<file path="src/rtl/lsu_mem_master.sv">
// Load/store unit for a word-wide data memory with one-cycle read latency.
// Handles RV32I load extension and turns sub-word stores into read-modify-write.
module lsu_mem_master #(
    parameter int MEM_WORDS = 4096,
    parameter int XLEN      = 32    // only 32 is supported
) (
    input  logic            clk,
    input  logic            rst,

    input  logic            req_valid,
    output logic            req_ready,
    input  logic            req_we,
    input  logic [2:0]      req_funct3,
    input  logic [XLEN-1:0] req_addr,
    input  logic [XLEN-1:0] req_wdata,

    output logic            resp_valid,
    output logic [XLEN-1:0] resp_rdata,
    output logic            resp_err,

    output logic [XLEN-1:0] mem_addr,
    output logic            mem_r_enable,
    output logic            mem_w_enable,
    output logic [XLEN-1:0] mem_wdata,
    input  logic [XLEN-1:0] mem_rdata
);

    localparam logic [2:0] F3_B  = 3'b000;
    localparam logic [2:0] F3_H  = 3'b001;
    localparam logic [2:0] F3_W  = 3'b010;
    localparam logic [2:0] F3_BU = 3'b100;
    localparam logic [2:0] F3_HU = 3'b101;

    localparam logic [XLEN:0] MEM_BYTES = (XLEN+1)'(MEM_WORDS) << 2;

    typedef enum logic [2:0] {
        S_IDLE,
        S_RD,
        S_RD_WAIT,
        S_WR,
        S_RESP
    } state_t;

    state_t          state;
    state_t          state_nx;

    logic [XLEN-1:0] addr_q;
    logic [2:0]      funct3_q;
    logic            we_q;
    logic [XLEN-1:0] wbuf;

    logic            accept;
    logic            req_illegal;
    logic            req_misaligned;
    logic            req_oor;
    logic            req_err;

    // Pick the addressed byte/half out of a memory word and extend it.
    function automatic logic [XLEN-1:0] load_extract(
        input logic [XLEN-1:0] word,
        input logic [1:0]      lane,
        input logic [2:0]      f3
    );
        logic [7:0]  b;
        logic [15:0] h;
        b = word[{lane, 3'b000} +: 8];
        h = word[{lane[1], 4'b0000} +: 16];
        case (f3)
            F3_B:    return {{(XLEN-8){b[7]}}, b};
            F3_BU:   return {{(XLEN-8){1'b0}}, b};
            F3_H:    return {{(XLEN-16){h[15]}}, h};
            F3_HU:   return {{(XLEN-16){1'b0}}, h};
            default: return word;
        endcase
    endfunction

    // Overlay the store data onto the word just read back from memory.
    function automatic logic [XLEN-1:0] store_merge(
        input logic [XLEN-1:0] word,
        input logic [1:0]      lane,
        input logic [2:0]      f3,
        input logic [XLEN-1:0] data
    );
        logic [XLEN-1:0] m;
        m = word;
        case (f3[1:0])
            2'b00:   m[{lane, 3'b000} +: 8]     = data[7:0];
            2'b01:   m[{lane[1], 4'b0000} +: 16] = data[15:0];
            default: m = data;
        endcase
        return m;
    endfunction

    assign req_ready = (state == S_IDLE) && !rst;
    assign accept    = req_valid && req_ready;

    always_comb begin
        if (req_we) begin
            req_illegal = req_funct3[2] || (req_funct3[1:0] == 2'b11);
        end else begin
            req_illegal = (req_funct3[1:0] == 2'b11) || (req_funct3 == 3'b110);
        end
        req_misaligned = ((req_funct3[1:0] == 2'b01) && req_addr[0]) ||
                         ((req_funct3[1:0] == 2'b10) && (req_addr[1:0] != 2'b00));
        req_oor        = {1'b0, req_addr} >= MEM_BYTES;
        req_err        = req_illegal || req_misaligned || req_oor;
    end

    always_comb begin
        // NOTE: default first so every path assigns state_nx and no latch is inferred.
        state_nx = state;
        case (state)
            S_IDLE: begin
                if (accept) begin
                    if (req_err) begin
                        state_nx = S_RESP;
                    end else if (req_we && (req_funct3 == F3_W)) begin
                        state_nx = S_WR;
                    end else begin
                        state_nx = S_RD;
                    end
                end
            end
            S_RD:      state_nx = S_RD_WAIT;
            S_RD_WAIT: state_nx = we_q ? S_WR : S_RESP;
            S_WR:      state_nx = S_RESP;
            S_RESP:    state_nx = S_IDLE;
            default:   state_nx = S_IDLE;
        endcase
    end

    // Memory strobes come straight from the registered state.
    assign mem_r_enable = (state == S_RD);
    assign mem_w_enable = (state == S_WR);
    assign mem_wdata    = (state == S_WR) ? wbuf : '0;
    assign resp_valid   = (state == S_RESP);

    always_ff @(posedge clk) begin
        // NOTE: non-blocking assignments so every register samples pre-edge values.
        if (rst) begin
            state      <= S_IDLE;
            addr_q     <= '0;
            funct3_q   <= '0;
            we_q       <= 1'b0;
            wbuf       <= '0;
            mem_addr   <= '0;
            resp_rdata <= '0;
            resp_err   <= 1'b0;
        end else begin
            state <= state_nx;

            if (accept) begin
                addr_q   <= req_addr;
                funct3_q <= req_funct3;
                we_q     <= req_we;
                wbuf     <= req_wdata;
                // Faulting requests never touch memory, so the bus address is left alone.
                if (!req_err) begin
                    mem_addr <= {req_addr[XLEN-1:2], 2'b00};
                end
            end

            if ((state == S_RD_WAIT) && we_q) begin
                wbuf <= store_merge(mem_rdata, addr_q[1:0], funct3_q, wbuf);
            end

            // Response fields change only on entry to RESP and hold until the next one.
            if (state_nx == S_RESP) begin
                resp_err <= (state == S_IDLE) && req_err;
                if ((state == S_RD_WAIT) && !we_q) begin
                    resp_rdata <= load_extract(mem_rdata, addr_q[1:0], funct3_q);
                end else begin
                    resp_rdata <= '0;
                end
            end
        end
    end

endmodule

</file>
<file path="config.mk">
export PLATFORM = sky130hd
export DESIGN_NAME = lsu_mem_master
export DESIGN_NICKNAME = d
export VERILOG_FILES = /design/src/rtl/lsu_mem_master.sv
export SDC_FILE = /design/constraint.sdc
export NUM_CORES = 1
export LEC_CHECK = 0
export ABC_AREA = 1
export ABC_CLOCK_PERIOD_IN_PS = 1950
export CAP_MARGIN = 25
export CORE_ASPECT_RATIO = 0.8
export CORE_MARGIN = 1
export CORE_UTILIZATION = 42
export DETAILED_ROUTE_END_ITERATION = 16
export MAX_ROUTING_LAYER = met4
export PLACE_DENSITY = 0.87
export SETUP_SLACK_MARGIN = 0.4
export SYNTH_ARGS = -nofsm -noshare
export SYNTH_HDL_FRONTEND = slang
export SYNTH_SLANG_ARGS = --single-unit
</file>
<file path="constraint.sdc">
create_clock -name clk -period 1.95 [get_ports clk]
set_clock_uncertainty 0.1 [all_clocks]
set_input_delay 0.39 -clock clk [delete_from_list [all_inputs] [get_ports clk]]
set_output_delay 0.39 -clock clk [all_outputs]
set_load 0.01 [all_outputs]
</file>
==> key figures <==
Detailed routing
  – WL final: 26000 um
  – Number of antenna-violating nets in the routed design: 0
  – Final routed wire length divided by cell count: 19.2 um
  – DR vias: 7654
  – DR iter-0 viols: 781
  – Via density: 5.64
  – Number of search-and-repair iterations in the first detailed-routing pass: 7
  – Remaining routing DRC violations: 0

Global route
  – GRT Resource Usage Total: 30.7%
  – Gr ovfl total: 0
  – Fraction of met3 tracks used by global routing: 6.64%
  – Global-route wire length before repair: 33400 um
  – GR met1 Demand/Resource: 39.1%
  – Global route hottest layer: met2
  – Number of global-route vias before repair: 6517
  – Maximum number of pins on one net before global-route repair: 50
  – Number of antenna violations at the first check in global routing: 0
  – Met2 Resource Use GR: 48.8%

Logic synthesis
  – Most numerous cell types in the synthesized netlist: sky130_fd_sc_hd__nand2_1, sky130_fd_sc_hd__nor2_1, sky130_fd_sc_hd__a21oi_1, sky130_fd_sc_hd__dfxtp_1, sky130_fd_sc_hd__inv_1
  – Number of synthesized flops with an enable pin: 0
  – Most instantiated library cell after synthesis: sky130_fd_sc_hd__nand2_1
  – Simple-gate share of the synthesized area: 31.2%
  – Synth Area in Adders: 1.07%
  – Dominant synthesized flop cell: sky130_fd_sc_hd__dfxtp_1
  – Share of the synthesized area in the top cell type: 35.6%
  – Flip-flop and latch count after synthesis: 104
  – Proportion of synthesized chip area in sequential cells: 35.6%
  – Post-synthesis instance area: 5850 sq um
  – Dominant cell type by area after synthesis: sky130_fd_sc_hd__dfxtp_1
  – Synth Area in XOR/XNOR: 0%
  – Synth Warn #: 0
  – Largest family of logic cells by synthesized area: simple AND/OR/NAND/NOR gates
  – Number of cells produced by synthesis: 926
  – Largest cells by area after synthesis: sky130_fd_sc_hd__dfxtp_1, sky130_fd_sc_hd__nand2_1, sky130_fd_sc_hd__a21oi_1
  – Mux share of post-synthesis cell area: 0%
  – Post-synthesis area per instance: 6.32 sq um
  – Post-synthesis compound-gate area fraction: 20.9%
  – Fraction of synthesis flops using an asynchronous set or reset pin: 0%
  – Library cells used by synthesis: 36

Clock network
  – H-tree depth reported by CTS: 3
  – Root Buffer Master: sky130_fd_sc_hd__clkbuf_16
  – Clock latency reported for the late side of the worst-skew pair: 0.36 ns
  – Total CTS buffers: 9
  – Clk sink count: 104
  – CTS Buffer Depth: 2
  – CTS tree: built
  – Clock input transition at the sequential cells of the worst setup and hold paths: 0.07 ns

Die
  – Number of rows in the core area: 38
  – Die Y-Extent: 108 um
  – Ports placed on the boundary: 204
  – Horizontal die dimension: 134 um
  – DIE AREA: 14400 sq um
  – Floorplan Core Area: 13600 sq um
  – Starting Density: 43.2%

Timing
  – Worst-margin pin slew: 0.639 ns
  – Peak clock frequency supported by timing: 0.518 GHz
  – Number of hold violations in the final report: 0
  – Final period demand of the worst path: 1.93 ns
  – Setup-failing EPs final: 0
  – Final Max Slew Viols: 0
  – Slack of the critical path: 0.0194 ns
  – Relative slew margins: 57.4%
  – Final critical-path share of the clock period: 99.0%
  – RSZ-0062 raised after global routing: yes

Critical path
  – Maximum fanout along the worst path: 6
  – Type of destination of the critical path: primary output
  – Required time at the worst-slack endpoint: 1.46 ns
  – Worst setup SP type: flip-flop
  – Data arrival time of the worst path: 1.44 ns
  – Type of the setup path with the least slack: reg -> out

Place
  – Cells after DPL: 1299
  – Setup Slack @ Placement: -0.227 ns
  – Placer's final routability congestion estimate: 0.948
  – IO Port Bufs: 201
  – Placed wire-length estimate: 15100 um

Cells and area
  – Area growth, synth to finish: 80.8%
  – Final standard cell count with taps included and fillers excluded: 1358
  – Nets@finish: 1282
  – Share of layout cells above drive strength 1: 30.4%
  – Antenna diodes: 0

Status
  – Outcome: finished clean

Pwr
  – PD cells: 518 nW/um^2
  – Lkg Pwr: 0.00507 uW
  – VDD IR max: 0.426 mV

Hold path
  – Class of the worst hold path: reg -> reg

Flow run
  – Max-cap violations: 0
## registers in the layout, indices dropped and copies added, names as in the netlist
name / flops
wbuf: 32
addr_q: 2
we_q: 1
mem_addr: 30
resp_err: 1
state: 3
resp_rdata: 32
funct3_q: 3
## where the power goes
group	internal (uW)	switching [uW]	total, uW	leakage (uW)
logic	536	666	1200	0.00407
clock network	1140	907	2050	0.000159
registers	2180	43.2	2220	0.000848
## cell type report
cell class	instances	area [sq um]
Clock buffer	9	225
Clock inverter	6	103
Fill cell	871	2980
Inverter	98	409
Multi-Input combinational cell	667	4150
Sequential cell	104	2100
Tap cell	180	225
Timing Repair Buffer	294	3370
## per-stage QoR
step	cell area, sq um	power (uW)	hold WS, ns	utilization (%)	setup TNS, ns
floorplan	5920	2780	0.345	-	0
global placement	8280	3180	0.324	61.1	-7.49
detailed placement	8300	3190	0.331	61.2	-10.25
CTS	9090	5280	0.342	67.1	-0.00437
global route	10600	5650	0.358	78.0	-0.0665
finish	10600	5470	0.347	78.0	0
## logic make-up after synthesis
family	after synthesis
simple gates	429
other cells	1
flops	104
fa+ha+maj	5
compound gates	230
buf+inv	157
## layer usage
layer	routed length, um	up-vias	share of wire [%]
met4	784	0	3.0
met2	13000	467	50
met5	0	-	0
met1	9900	3586	38
li1	-	3513	-
met3	2340	88	9.0
## cell usage in the layout, fill, tap and decap left out, types with 3 or more instances in the layout
cell / instances
sky130_fd_sc_hd__dlygate4sd2_1: 25
sky130_fd_sc_hd__dfxtp_1: 99
sky130_fd_sc_hd__nor2_1: 88
sky130_fd_sc_hd__a31oi_1: 3
sky130_fd_sc_hd__o211ai_1: 5
sky130_fd_sc_hd__buf_8: 3
sky130_fd_sc_hd__or2_2: 7
sky130_fd_sc_hd__nor2_4: 35
sky130_fd_sc_hd__nand2_8: 6
sky130_fd_sc_hd__buf_4: 44
sky130_fd_sc_hd__o21ai_2: 18
sky130_fd_sc_hd__inv_1: 80
sky130_fd_sc_hd__o2111ai_1: 5
sky130_fd_sc_hd__o21ai_4: 3
sky130_fd_sc_hd__buf_12: 15
sky130_fd_sc_hd__a21oi_2: 38
sky130_fd_sc_hd__nand3_1: 39
sky130_fd_sc_hd__nand2_1: 171
sky130_fd_sc_hd__nand3_4: 15
sky130_fd_sc_hd__nand3_2: 23
sky130_fd_sc_hd__o21ai_0: 53
sky130_fd_sc_hd__dfxtp_4: 3
sky130_fd_sc_hd__inv_2: 6
sky130_fd_sc_hd__buf_16: 3
sky130_fd_sc_hd__nand2_4: 9
sky130_fd_sc_hd__ha_4: 3
sky130_fd_sc_hd__nand2_2: 19
sky130_fd_sc_hd__inv_6: 5
sky130_fd_sc_hd__clkbuf_16: 19
sky130_fd_sc_hd__clkdlybuf4s50_1: 87
sky130_fd_sc_hd__buf_6: 45
sky130_fd_sc_hd__o21ai_1: 19
sky130_fd_sc_hd__dlymetal6s2s_1: 52
sky130_fd_sc_hd__a21oi_1: 68
sky130_fd_sc_hd__o22ai_1: 17
sky130_fd_sc_hd__nor2_2: 10
sky130_fd_sc_hd__inv_4: 7
sky130_fd_sc_hd__buf_2: 7
## final timing paths
kind | start | cells past startpoint | to | slack, ns
min | mem_addr[25]$_SDFFE_PP0P_ | 2 | mem_addr[25]$_SDFFE_PP0P_ | 0.35
max | state[1]$_SDFF_PP0_ | 6 | mem_w_enable | 0.02
min reg2reg | mem_addr[25]$_SDFFE_PP0P_ | 2 | mem_addr[25]$_SDFFE_PP0P_ | 0.35
max reg2reg | state[1]$_SDFF_PP0_ | 11 | wbuf[20]$_SDFFE_PP0P_ | 0.05
## critical path, cell delays in order (launching register included)
cell and delay, ns:
sky130_fd_sc_hd__dfxtp_2 0.36, sky130_fd_sc_hd__inv_4 0.05, sky130_fd_sc_hd__nor2_8 0.11, sky130_fd_sc_hd__nand2_8 0.11, sky130_fd_sc_hd__inv_2 0.11, sky130_fd_sc_hd__buf_4 0.13, sky130_fd_sc_hd__clkdlybuf4s15_2 0.21
## timing repair
action / 4_1_cts / 5_1_grt
buffers inserted: 8 / 20
hold endpoints to repair: 0 / 0
pin swaps: 18 / 42
gates resized for setup: 295 / 282
setup endpoints to repair: 203 / 180
hold buffers: 0 / 0
cloned: 5 / 11
(Power assumes the default switching activity.)
==> RTL edit (same flow settings) <==
`MEM_WORDS`: 4096 -> 3072.
--- a/src/rtl/lsu_mem_master.sv
+++ b/src/rtl/lsu_mem_master.sv
@@ -3,3 +3,3 @@
 module lsu_mem_master #(
-    parameter int MEM_WORDS = 4096,
+    parameter int MEM_WORDS = 3072,
     parameter int XLEN      = 32    // only 32 is supported
Formal check against the unedited RTL: not equivalent (Yosys sat finds a counterexample within 4 cycles, from zero or initial values and one cycle with rst high).
==> RTL edit against the original RTL <==
  * Design area fell by 11%
  * Sequential cell count unchanged
  * Routed wire length is 11% lower
  * Setup slack worse by 0.013 ns
  * Hold slack worse by 0.10 ns
  * Die area rose by 0.71%
  * Area after synthesis increased by 0.73%
  * Via count shrank 4.3%
  * Clock power is 7% lower
  * First-iteration DRC count fell by 4.6%
  * Fmax decreased by 0.65%
  * Power shrank 4.6%
  * Critical path type unchanged
  * Highest routed layer unchanged
==> RTL edit: results (changes against the original RTL) <==
* P_sw at 1618 uW (about the same)
* Post-Syn Area per Cell at 6.320 sq um (about the same)
* Clock power frac at 36.6% (-0.9 points)
* DR vias/cell at 5.451 (-3.3%)
* Worst VDD drop at 0.0004976 V (+17%)
* Top area cells in the synthesized netlist: dfxtp_1 (35%), nand2_1 (13%), a21oi_1 (9.9%)
* Leakage at 0.004227 uW (-17%)
* Total of warnings raised by yosys at 0 (unchanged)
* DP Worst Slack at -0.1721 ns (+0.05461 ns)
* Worst flop-to-flop path startpoint: state[2]
* Ratio of cells with drive above 1 in the final layout at 18.13% (-12 points)
* Pre-antenna DRT Iters at 5 (-2)
* Post-CTS Setup Inserts at 7 (-1)
* Post-synth top cells: nand2_1 (204), a21oi_1 (117), inv_1 (105), dfxtp_1 (104), nand3_1 (100)
* Hold Crit Class: input port to flop
* Relative slew slack at 64.83% (+7.5 points)
* Reg2Reg Setup Slack at 0.10 ns (+0.05 ns)
* Critical Path Sink: mem_wdata[28]
* Status: finished, final reports clean
* Clk slew on worst S/H paths at 0.09 ns (+0.02 ns)
* CP Max Fanout at 8 (+2)
* Worst Reg-to-Reg Cells at 10 (-1)
* Synth unique cells at 33 (-8.3%)
* Area after DPL at 8274 sq um (-0.26%)
* Post-synthesis sequential area ratio at 35.34% (-0.26 points)
* Crit Reg-Reg Endpoint: wbuf[19]
* Routed vias at 7326 (-4.3%)
* Final Wtd Congestion at 1.021 (+7.7%)
* Nets@finish at 1267 (-1.2%)
* Final HPWL DP at 15.47 mm (+2.2%)
* Total global-route track usage at 31.22% (+0.51 points)
* PostCTS Resize Cnt at 275 (-6.8%)
* Vias in the first global route at 6566 (+0.75%)
* WL final at 23.08 mm (-11%)
## RTL edit: changes by cell type after synthesis, moves of 6 or more
cell	delta
o221ai_1	+7
a21oi_1	+10
inv_1	+16
nand2_1	+6
nand3_1	+25
nor2_1	-41
## RTL edit: metal layers
metal | GRT usage, % | wire length (um)
met1 | 40.56 | 9383
met5 | - | 0
met4 | 8.748 | 549
met3 | 8.804 | 2743
met2 | 47.26 | 10410
## RTL edit: logic make-up (layout without fill, tap and decap cells)
kind of cell,after synthesis,count (layout),share of synthesized area (%)
other,1,2,0.06366
AO/OA/AOI/OAI,234,235,21.09
AND/OR/NAND/NOR,416,416,30.18
buffers and inverters,172,402,12.26
adder cells (fa/ha/maj),5,5,1.062
flip-flops,104,104,35.34
## RTL edit: area by class of cell
type                            count  area, sq um
Sequential cell                   104         2096
Tap cell                          180        225.2
Timing Repair Buffer              274         2834
Clock inverter                      7        88.84
Inverter                          112        440.4
Multi-Input combinational cell    658         3450
Fill cell                        1125         4287
Clock buffer                        9        225.2
## RTL edit: worst reg2reg max path, stage by stage, from the launching register on
cell and delay (ns):
dfxtp_4 0.36, buf_6 0.12, inv_1 0.08, nand3_1 0.10, nor2_2 0.16, nand2_4 0.13, buf_12 0.15, o21ai_4 0.07
buf_6 0.14, bufbuf_16 0.26, a21oi_1 0.06
## RTL edit: how the worst min path moves through the flow
stage,from,end,slack [ns],depth (start not counted)
final,req_addr[13],mem_addr[13],0.24,3
after global routing,req_addr[13],mem_addr[13],0.25,3
after CTS,rst,mem_addr[7],0.34,3
after detailed placement,mem_addr[18],mem_addr[18],0.33,2
after global placement,mem_addr[31],mem_addr[31],0.32,2
after floorplan,funct3_q[2],funct3_q[2],0.34,2
